File: config.mk
export PLATFORM = sky130hd
export DESIGN_NAME = status_link_scheduler
export DESIGN_NICKNAME = d
export VERILOG_FILES = /design/src/rtl/status_link_scheduler.sv
export SDC_FILE = /design/constraint.sdc
export NUM_CORES = 1
export LEC_CHECK = 0
export CORE_ASPECT_RATIO = 2
export CORE_MARGIN = 1
export CORE_UTILIZATION = 62
export DETAILED_ROUTE_END_ITERATION = 6
export HOLD_SLACK_MARGIN = 0.03
export MAX_ROUTING_LAYER = met4
export PLACE_DENSITY_LB_ADDON = 0.15
export RECOVER_POWER = 100
export SLEW_MARGIN = 40
export SYNTH_ARGS = -nofsm -noshare
export SYNTH_HDL_FRONTEND = slang
export SYNTH_SLANG_ARGS = --single-unit
File: constraint.sdc
create_clock -name clk -period 5.7 [get_ports clk]
set_input_delay 0.57 -clock clk [delete_from_list [all_inputs] [get_ports clk]]
set_output_delay 0.57 -clock clk [all_outputs]
set_load 0.1 [all_outputs]
File: src/rtl/status_link_scheduler.sv
// rtl/status_link_scheduler.sv - fixed-priority scheduler and serialiser for the alarm-to-keyboard status link
//
// Three message sources share one serial link: alarm event (evt, highest priority),
// sensor change (sns), and periodic refresh (lowest). Each source keeps one pending
// flag and one message register, so a repeated request overwrites the older one.
// Each frame is LOAD (1 cycle), then SHIFT (MSG_W cycles, MSB first), then GAP
// (GAP_CYCLES cycles), then at least one IDLE cycle.
//
// Ports:
//   clk, rst_n            clock, asynchronous active-low reset
//   evt_req / evt_msg     alarm state-change request pulse and its message
//   sns_req / sns_msg     sensor-change request pulse and its message
//   refresh_msg           status word, sampled when a refresh frame is loaded
//   evt_ack / sns_ack     one-cycle pulse during the LOAD cycle of that source's frame
//   status_send           high for exactly MSG_W cycles per frame
//   status_out            serial data, valid while status_send is high
//   busy                  high in LOAD, SHIFT and GAP
module status_link_scheduler #(
    parameter int MSG_W          = 4,
    parameter int GAP_CYCLES     = 2,
    parameter int REFRESH_CYCLES = 150000
) (
    input  logic             clk,
    input  logic             rst_n,
    input  logic             evt_req,
    input  logic [MSG_W-1:0] evt_msg,
    input  logic             sns_req,
    input  logic [MSG_W-1:0] sns_msg,
    input  logic [MSG_W-1:0] refresh_msg,
    output logic             evt_ack,
    output logic             sns_ack,
    output logic             status_send,
    output logic             status_out,
    output logic             busy
);

    localparam int CNT_MAX = (MSG_W > GAP_CYCLES) ? MSG_W : GAP_CYCLES;
    localparam int CW      = $clog2(CNT_MAX + 1);
    localparam int RW      = $clog2(REFRESH_CYCLES);

    localparam logic [CW-1:0] SHIFT_LAST = CW'(MSG_W - 1);
    localparam logic [CW-1:0] GAP_LAST   = CW'(GAP_CYCLES - 1);
    localparam logic [RW-1:0] REF_LAST   = RW'(REFRESH_CYCLES - 1);

    typedef enum logic [1:0] {ST_IDLE, ST_LOAD, ST_SHIFT, ST_GAP} state_t;
    typedef enum logic [1:0] {SRC_EVT, SRC_SNS, SRC_REF} src_t;

    state_t           state_q, state_d;
    src_t             win_q, win_d;
    logic [CW-1:0]    cnt_q, cnt_d;
    logic [MSG_W-1:0] shift_q, shift_d;
    logic             evt_pend_q, evt_pend_d;
    logic             sns_pend_q, sns_pend_d;
    logic             ref_pend_q, ref_pend_d;
    logic [MSG_W-1:0] evt_msg_q, evt_msg_d;
    logic [MSG_W-1:0] sns_msg_q, sns_msg_d;
    logic [RW-1:0]    ref_cnt_q, ref_cnt_d;
    logic             evt_ack_q, evt_ack_d;
    logic             sns_ack_q, sns_ack_d;
    logic             send_q, send_d;
    logic             busy_q, busy_d;

    always_comb begin
        state_d    = state_q;
        win_d      = win_q;
        cnt_d      = cnt_q;
        shift_d    = shift_q;
        evt_pend_d = evt_pend_q;
        sns_pend_d = sns_pend_q;
        ref_pend_d = ref_pend_q;
        evt_msg_d  = evt_msg_q;
        sns_msg_d  = sns_msg_q;
        ref_cnt_d  = ref_cnt_q;

        case (state_q)
            ST_IDLE: begin
                if (evt_pend_q) begin
                    state_d = ST_LOAD;
                    win_d   = SRC_EVT;
                end else if (sns_pend_q) begin
                    state_d = ST_LOAD;
                    win_d   = SRC_SNS;
                end else if (ref_pend_q) begin
                    state_d = ST_LOAD;
                    win_d   = SRC_REF;
                end
            end
            ST_LOAD: begin
                state_d = ST_SHIFT;
                cnt_d   = '0;
                case (win_q)
                    SRC_EVT: begin
                        shift_d    = evt_msg_q;
                        evt_pend_d = 1'b0;
                    end
                    SRC_SNS: begin
                        shift_d    = sns_msg_q;
                        sns_pend_d = 1'b0;
                    end
                    default: begin
                        shift_d    = refresh_msg;
                        ref_pend_d = 1'b0;
                    end
                endcase
            end
            ST_SHIFT: begin
                // Zero fill means the register is empty once the frame ends,
                // which keeps status_out low outside frames.
                shift_d = shift_q << 1;
                if (cnt_q == SHIFT_LAST) begin
                    state_d = ST_GAP;
                    cnt_d   = '0;
                end else begin
                    cnt_d = cnt_q + 1'b1;
                end
            end
            ST_GAP: begin
                if (cnt_q == GAP_LAST) begin
                    state_d = ST_IDLE;
                end else begin
                    cnt_d = cnt_q + 1'b1;
                end
            end
            default: state_d = ST_IDLE;
        endcase

        // A request is applied after the LOAD clear: a request on the LOAD cycle
        // re-arms the source for a second frame.
        if (evt_req) begin
            evt_pend_d = 1'b1;
            evt_msg_d  = evt_msg;
        end
        if (sns_req) begin
            sns_pend_d = 1'b1;
            sns_msg_d  = sns_msg;
        end

        // The refresh timer restarts on every frame load, whatever the source.
        if (state_q == ST_IDLE && state_d == ST_LOAD) begin
            ref_cnt_d = '0;
        end else if (ref_cnt_q != REF_LAST) begin
            ref_cnt_d = ref_cnt_q + 1'b1;
        end
        if (ref_cnt_d == REF_LAST) begin
            ref_pend_d = 1'b1;
        end

        evt_ack_d = (state_d == ST_LOAD) && (win_d == SRC_EVT);
        sns_ack_d = (state_d == ST_LOAD) && (win_d == SRC_SNS);
        send_d    = (state_d == ST_SHIFT);
        busy_d    = (state_d != ST_IDLE);
    end

    always_ff @(posedge clk or negedge rst_n) begin
        if (!rst_n) begin
            state_q    <= ST_IDLE;
            win_q      <= SRC_EVT;
            cnt_q      <= '0;
            shift_q    <= '0;
            evt_pend_q <= 1'b0;
            sns_pend_q <= 1'b0;
            ref_pend_q <= 1'b0;
            evt_msg_q  <= '0;
            sns_msg_q  <= '0;
            ref_cnt_q  <= '0;
            evt_ack_q  <= 1'b0;
            sns_ack_q  <= 1'b0;
            send_q     <= 1'b0;
            busy_q     <= 1'b0;
        end else begin
            state_q    <= state_d;
            win_q      <= win_d;
            cnt_q      <= cnt_d;
            shift_q    <= shift_d;
            evt_pend_q <= evt_pend_d;
            sns_pend_q <= sns_pend_d;
            ref_pend_q <= ref_pend_d;
            evt_msg_q  <= evt_msg_d;
            sns_msg_q  <= sns_msg_d;
            ref_cnt_q  <= ref_cnt_d;
            evt_ack_q  <= evt_ack_d;
            sns_ack_q  <= sns_ack_d;
            send_q     <= send_d;
            busy_q     <= busy_d;
        end
    end

    assign evt_ack     = evt_ack_q;
    assign sns_ack     = sns_ack_q;
    assign status_send = send_q;
    assign status_out  = shift_q[MSG_W-1];
    assign busy        = busy_q;

endmodule

==> results of run 1 <==
-- power by group through the flow --
stage               registers [mW]  clock network, mW  logic, mW
CTS                          0.444              0.212      0.497
finish                       0.447              0.207      0.479
global placement             0.448                  0      0.486
detailed placement           0.450                  0      0.493
global route                 0.457              0.222      0.524
floorplan                    0.526                  0      0.302
-- worst min-delay path by stage --
stage                         endpoint  slack [ns]  depth (start not counted)
after floorplan                   busy        0.27                          0
after global placement    evt_msg_q[3]        0.49                          1
after detailed placement  sns_msg_q[2]        0.50                          1
after CTS                         busy        0.27                          1
after global routing      evt_msg_q[0]        0.53                          1
final                     sns_msg_q[2]        0.52                          1
-- synthesized netlist by cell type (2+ instances only) --
master,number,share of area
a21o_1,2,0.0062
a21oi_1,14,0.029
a31oi_1,3,0.0078
and2_1,3,0.0078
and3_1,3,0.0078
buf_2,3,0.0062
clkbuf_1,4,0.0062
dfrtp_1,44,0.46
ha_1,10,0.052
inv_1,15,0.023
mux2_2,10,0.047
mux2i_1,6,0.025
nand2_1,17,0.026
nand2b_1,3,0.0078
nand3_1,7,0.014
nand3b_1,2,0.0062
nand4_1,4,0.010
nor2_1,41,0.064
nor3_1,4,0.0083
nor3b_1,2,0.0062
nor4_1,2,0.0052
nor4b_1,2,0.0072
o21ai_0,4,0.0083
o22ai_1,2,0.0052
or3_1,2,0.0052
or3_2,2,0.0062
xnor2_1,8,0.029
xor2_1,9,0.033
-- state kept, by name, summed over array words and instances (netlist names) --
signal,cells
busy,1
cnt_q,3
evt_ack,1
evt_msg_q,4
evt_pend_q,1
ref_cnt_q,18
ref_pend_q,1
shift_q,4
sns_ack,1
sns_msg_q,4
sns_pend_q,1
state_q,2
status_send,1
win_q,2
-- critical path: stages, from the launching register on --
cell      delay (ns)
dfrtp_1         0.42
inv_1           0.13
ha_1            0.40
a211oi_1        0.14
a211o_1         0.34
nor3_1          1.65
nor3_1          0.17
-- metal layers --
metal  routed length (um)  track usage  vias to the layer above
met5                    0            -                        -
met4                  172       0.1275                        0
met3                   91      0.04400                       16
met2                 2886       0.4765                       31
met1                 1882       0.2788                      917
li1                     -            -                      887
-- kinds of logic after synthesis --
kind of cell    count (synthesis)
simple gates                  104
buf+inv                        24
fa+ha+maj                      10
xor+xnor                       17
mux                            17
flops                          44
compound gates                 33
-- layout by cell type, fill, tap and decap left out, types with 2 or more instances in the layout --
cell and instances:
a21o_1 2, a21oi_1 14, a31oi_1 3, and2_0 2, and3_1 3, clkbuf_1 7
clkbuf_8 6, clkdlybuf4s50_1 12, dfrtp_1 44, dlygate4sd3_1 2, ha_1 10, inv_1 15
mux2_2 10, mux2i_1 6, nand2_1 17, nand2b_1 3, nand3_1 7, nand3b_1 2
nand4_1 4, nor2_1 41, nor3_1 5, nor3b_1 2, nor4_1 2, nor4b_1 2
o21ai_0 5, o22ai_1 2, or3_1 2, or3_2 2, xnor2_1 8, xor2_1 9
-- stage by stage --
stage	power [mW]	instance area, um2
6_report	1.133	2693
5_1_grt	1.203	2693
4_1_cts	1.153	2718
3_5_place_dp	0.9427	2624
3_3_place_gp	0.9334	2640
2_1_floorplan	0.8279	2419
-- final cells by class --
cell class                      count  area [um2]
Clock buffer                        7       86.33
Clock inverter                      1       7.507
Fill cell                         292       992.2
Inverter                           16       60.06
Multi-Input combinational cell    181        1214
Sequential cell                    44        1101
Tap cell                           49       61.31
Timing Repair Buffer               20       162.7
==> flow_metrics.env, run 1 <==
export IMPL_dp_cells=310
export IMPL_r2r_slack_ns=2.24
export IMPL_end_kind="flip-flop"
export IMPL_worstMarginPinSlew_ns=2.342
export IMPL_fmax_ghz=0.2891
export IMPL_worstSetupPathType="flip-flop to flip-flop"
export IMPL_pwr_share_comb=0.423
export IMPL_synth_ff_type="dfrtp_1"
export IMPL_worstSetupEndpoint="ref_cnt_q[2]"
export IMPL_ctsRootBufferMaster="clkbuf_8"
export IMPL_seqPwrFrac=0.394
export IMPL_path_max_fanout=19
export IMPL_cts_clk_slew_worst_paths_ns=0.08
export IMPL_setup_violations_final=0
export IMPL_overflow=0
export IMPL_n_antenna_cell=0
export IMPL_synth_compound_area_frac=0.08536
export IMPL_drc=0
export IMPL_stdcell_count=318
export IMPL_worst_ep_required_time_ns=5.79
export IMPL_post_route_util=0.7307
export IMPL_grt_pass1_wl_mm=8.204
export IMPL_synth_seq_cells=44
export IMPL_pre_cts_ws_ns=3.223
export IMPL_fin_crit_ns=3.459
export IMPL_die_area_mm2=0.004170
export IMPL_grt_util_all_layers=0.2745
export IMPL_worstSkewPairLatency_ns=0.30
export IMPL_portBuffers=20
export IMPL_start_util=0.6564
export IMPL_syn_cell_area_mm2=0.002419
export IMPL_gp_congestion=0.8264
export IMPL_synthAdderAreaFrac=0.05173
export IMPL_drive_gt1_frac=0.1004
export IMPL_hold_class="flip-flop to flip-flop"
export IMPL_viasPerCell=5.821
export IMPL_clk_path_buf_depth=2
export IMPL_arrival_ns=3.55
export IMPL_cts_sinks=44
export IMPL_ant_nets=0
export IMPL_pin_count=21
export IMPL_dp_hpwl_mm=3.609
export IMPL_grt_pass1_vias=1883
export IMPL_r2r_end="ref_cnt_q[2]"
export IMPL_finalSetupTns_ns=0
export IMPL_routed_wl_mm=5.032
export IMPL_netSwitchingPower_mw=0.5029
export IMPL_crit_start="state_q[0]"
export IMPL_switching_share=0.4439
export IMPL_cap_violations=2
export IMPL_die_h_um=90.33
export IMPL_r2r_cells=6
export IMPL_skew_ns=0.006111
export IMPL_p_per_area_mw_per_mm2=420.8
export IMPL_fin_ws_ns=2.241
export IMPL_ys_warn_count=0
export IMPL_power_frac_clock=0.183
export IMPL_syn_avg_cell_area_um2=9.713
export IMPL_hold_buffers=0
export IMPL_synth_edf_count=0
export IMPL_rsz0062_at_grt="false"
export IMPL_finalHoldViolations=0
export IMPL_synthArstFlopShare=1.000
export IMPL_status="complete, but fails checks"
export IMPL_synth_top_family_by_area="simple AND/OR/NAND/NOR gates"
export IMPL_slew_viol_final=65
export IMPL_syn_inst=249
export IMPL_r2r_start="state_q[0]"
export IMPL_ys_types=49
export IMPL_relSlewSlack=-0.5613
export IMPL_violations="capacitance limit, slew limit"
export IMPL_area_growth_synth_to_final_pct=11.33
export IMPL_hp_start="sns_msg_q[2]"
export IMPL_vias=1851
export IMPL_rows=31
export IMPL_antenna_found_initial=0
export IMPL_synth_nets=275
export IMPL_peakVddDrop_mv=0.3149
export IMPL_grt_max_degree=45
export IMPL_p_int_mw=0.6300
export IMPL_ys_seq_area_frac=0.4553
export IMPL_cts_setup_buffers=0
export IMPL_cts_tree="yes"
export IMPL_leakage_nw=1.146
export IMPL_core_area_mm2=0.003685
export IMPL_cts_resized_gates=0
export IMPL_drt_iter0_drc=37
export IMPL_crit_path_start_kind="flip-flop"
export IMPL_htree_num_levels=2
export IMPL_synth_simple_area_share=0.2307
export IMPL_synth_xor_area_share=0.06156
export IMPL_drt_pass1_iter_count=4
export IMPL_whs_ns=0.5157
export IMPL_finalNetCount=294
export IMPL_synth_mux_area_frac=0.07605
export IMPL_wl_per_cell_um=15.82
export IMPL_numCtsBuffers=5
export IMPL_die_w_um=46.17
export IMPL_timing_final_crit_share=0.6068
Power figures use the tool's default switching activity.
==> run 2, diff against run 1 <==
CORE_UTILIZATION = 52   (was 62)
clock period = 2.9 ns   (was 5.7 ns; I/O delays follow)
==> run 2 against run 1 <==
  * The run now ends clean
  * Worst setup slack lost 1.9 ns
  * Cell count grew 2.8%
  * Via count shrank 0.76%
  * Register-to-register slack lost 1.9 ns
  * Maximum frequency grew 35%
  * Clock-buffer cell count shrank 1
  * Global-route usage shrank 4.0 points
  * Critical path depth grew 3
  * Routed wire length grew 0.60%
  * Hold slack lost 0.0053 ns
  * Clock skew is essentially flat
  * Largest cell class unchanged
==> flow_metrics.env, run 2 (synthesized netlist as in run 1, its figures left out) <==
export IMPL_grt_pass1_wl_mm=8.445
export IMPL_cp_cell_sequence="inv_1 -> ha_1 -> nor4b_1 -> a31oi_1 -> o22ai_1 -> nor3_1 -> buf_4 -> a2111o_1 -> o21ai_2"
export IMPL_routed_wl_mm=5.062
export IMPL_antenna_found_initial=0
export IMPL_final_cell_mix="dfrtp_1, nor2_1, nand2_1, inv_1, a21oi_1"
export IMPL_grt_util_all_layers=0.2347
export IMPL_n_antenna_cell=0
export IMPL_path_max_fanout=7
export IMPL_drc=0
export IMPL_final_common_cell="dfrtp_1"
export IMPL_worstSkewPairLatency_ns=0.29
export IMPL_grt_max_degree=45
export IMPL_rows=34
export IMPL_numCtsBuffers=5
export IMPL_fin_crit_ns=2.569
export IMPL_worst_ep_required_time_ns=3.12
export IMPL_post_route_util=0.6160
export IMPL_arrival_ns=2.79
export IMPL_path_buf_inv=2
export IMPL_crit_path_start_kind="flip-flop"
export IMPL_start_util=0.5467
export IMPL_drive_gt1_frac=0.1172
export IMPL_timing_final_crit_share=0.8857
export IMPL_rsz0062_at_grt="false"
export IMPL_finalSetupTns_ns=0
export IMPL_finalNetCount=299
export IMPL_largest_register_ffs=18
export IMPL_setup_violations_final=0
export IMPL_fmax_ghz=0.3893
export IMPL_overflow=0
export IMPL_cts_sinks=44
export IMPL_worstSetupPathType="flip-flop to flip-flop"
export IMPL_area_growth_synth_to_final_pct=12.67
export IMPL_max_stage_delay_ns=0.47
export IMPL_end_kind="flip-flop"
export IMPL_clk_path_buf_depth=2
export IMPL_ant_nets=0
export IMPL_grt_pass1_vias=1842
export IMPL_gp_congestion=0.9162
export IMPL_die_w_um=50.23
export IMPL_critical_path_slowest_cell="nor4b_1"
export IMPL_cts_clk_slew_worst_paths_ns=0.08
export IMPL_status="finished clean"
export IMPL_leakage_nw=1.171
export IMPL_whs_ns=0.5104
export IMPL_pin_count=21
export IMPL_portBuffers=20
export IMPL_worstMarginPinSlew_ns=1.169
export IMPL_relSlewSlack=0.2240
export IMPL_die_h_um=98.45
export IMPL_vias=1837
export IMPL_die_area_mm2=0.004944
export IMPL_ctsRootBufferMaster="clkbuf_8"
export IMPL_slew_viol_final=0
export IMPL_crit_family="compound AO/OA/AOI/OAI gates"
export IMPL_wl_per_cell_um=15.48
export IMPL_hold_class="flip-flop to flip-flop"
export IMPL_skew_ns=0.006525
export IMPL_drt_pass1_iter_count=4
export IMPL_drt_iter0_drc=36
export IMPL_cap_violations=0
export IMPL_dp_hpwl_mm=3.857
export IMPL_p_per_area_mw_per_mm2=808.8
export IMPL_viasPerCell=5.618
export IMPL_regMostFlops="ref_cnt_q"
export IMPL_htree_num_levels=2
export IMPL_core_area_mm2=0.004424
export IMPL_peakVddDrop_mv=0.6938
export IMPL_cts_tree="yes"
export IMPL_finalHoldViolations=0
[run 2: cell types whose count changed in the layout (fill, tap and decap cells not counted), sizes merged]
cell / change
buf: +3
clkinv: +1
clkinvlp: -1
dlygate4sd3: +1
[run 2: layout make-up]
cell class              count  area [um2]
multi-input cells         181        1217
clock inverters             1       5.005
fillers                   408        1699
clock buffers               6       72.57
flip-flops and latches     44        1101
repair buffers             25       201.4
inverters                  16       60.06
well taps                  54       67.56
[run 2: report_power, final]
| group | leakage (nW) | switching, mW | internal, mW |
|---|---|---|---|
| combinational | 0.568 | 0.655 | 0.315 |
| sequential | 0.561 | 0.128 | 0.749 |
| clock | 0.0410 | 0.193 | 0.164 |
| total | 1.17 | 0.976 | 1.23 |
[run 2: stage by stage]
stage                     worst slack, ns  std cells  total power, mW  area (um2)
after floorplan                    0.7233        249            1.627        2419
after global placement             0.5139        319            1.883        2664
after detailed placement           0.4505        319            1.896        2666
after CTS                          0.4086        327            2.266        2754
after global routing              0.09819        327            2.348        2725
final                              0.3314        327            2.204        2725
[run 2: final timing paths]
path | startpoint | to | slack (ns) | cells after the start
min in group asynchronous | rst_n | cnt_q[2] | 0.73 | 2
max | state_q[1] | ref_pend_q | 0.33 | 9
min reg2reg | sns_msg_q[0] | sns_msg_q[0] | 0.51 | 1
max in group asynchronous | rst_n | ref_cnt_q[17] | 1.51 | 2
max reg2reg | state_q[1] | ref_pend_q | 0.33 | 9
min | sns_msg_q[0] | sns_msg_q[0] | 0.51 | 1
[run 2: routing by layer]
| metal | track usage | vias to the layer above | wire [um] |
|---|---|---|---|
| li1 | - | 903 | - |
| met2 | 0.4287 | 40 | 2923 |
| met1 | 0.2333 | 885 | 1880 |
| met5 | - | - | 0 |
| met4 | 0.1077 | 0 | 131 |
| met3 | 0.03395 | 9 | 126 |
[run 2: worst reg2reg max path, cell delays in order (launching register included)]
cell      delay (ns)
dfrtp_1         0.42
inv_1           0.14
ha_1            0.28
nor4b_1         0.47
a31oi_1         0.08
o22ai_1         0.31
nor3_1          0.20
buf_4           0.19
a2111o_1        0.30
o21ai_2         0.11
[run 2: timing repair]
action                                  in CTS  in global routing
hold endpoints to repair                    44                  0
hold buffers                                 1                  0
endpoints found under the setup margin       0                  0
setup buffers                                0                  0
gates resized for setup                      0                  0
==> run 3, diff against run 2 <==
CORE_MARGIN = not set   (was 1)
==> results of run 3 <==
Same layout as run 2: the final DEF is identical, and so are final timing and power.
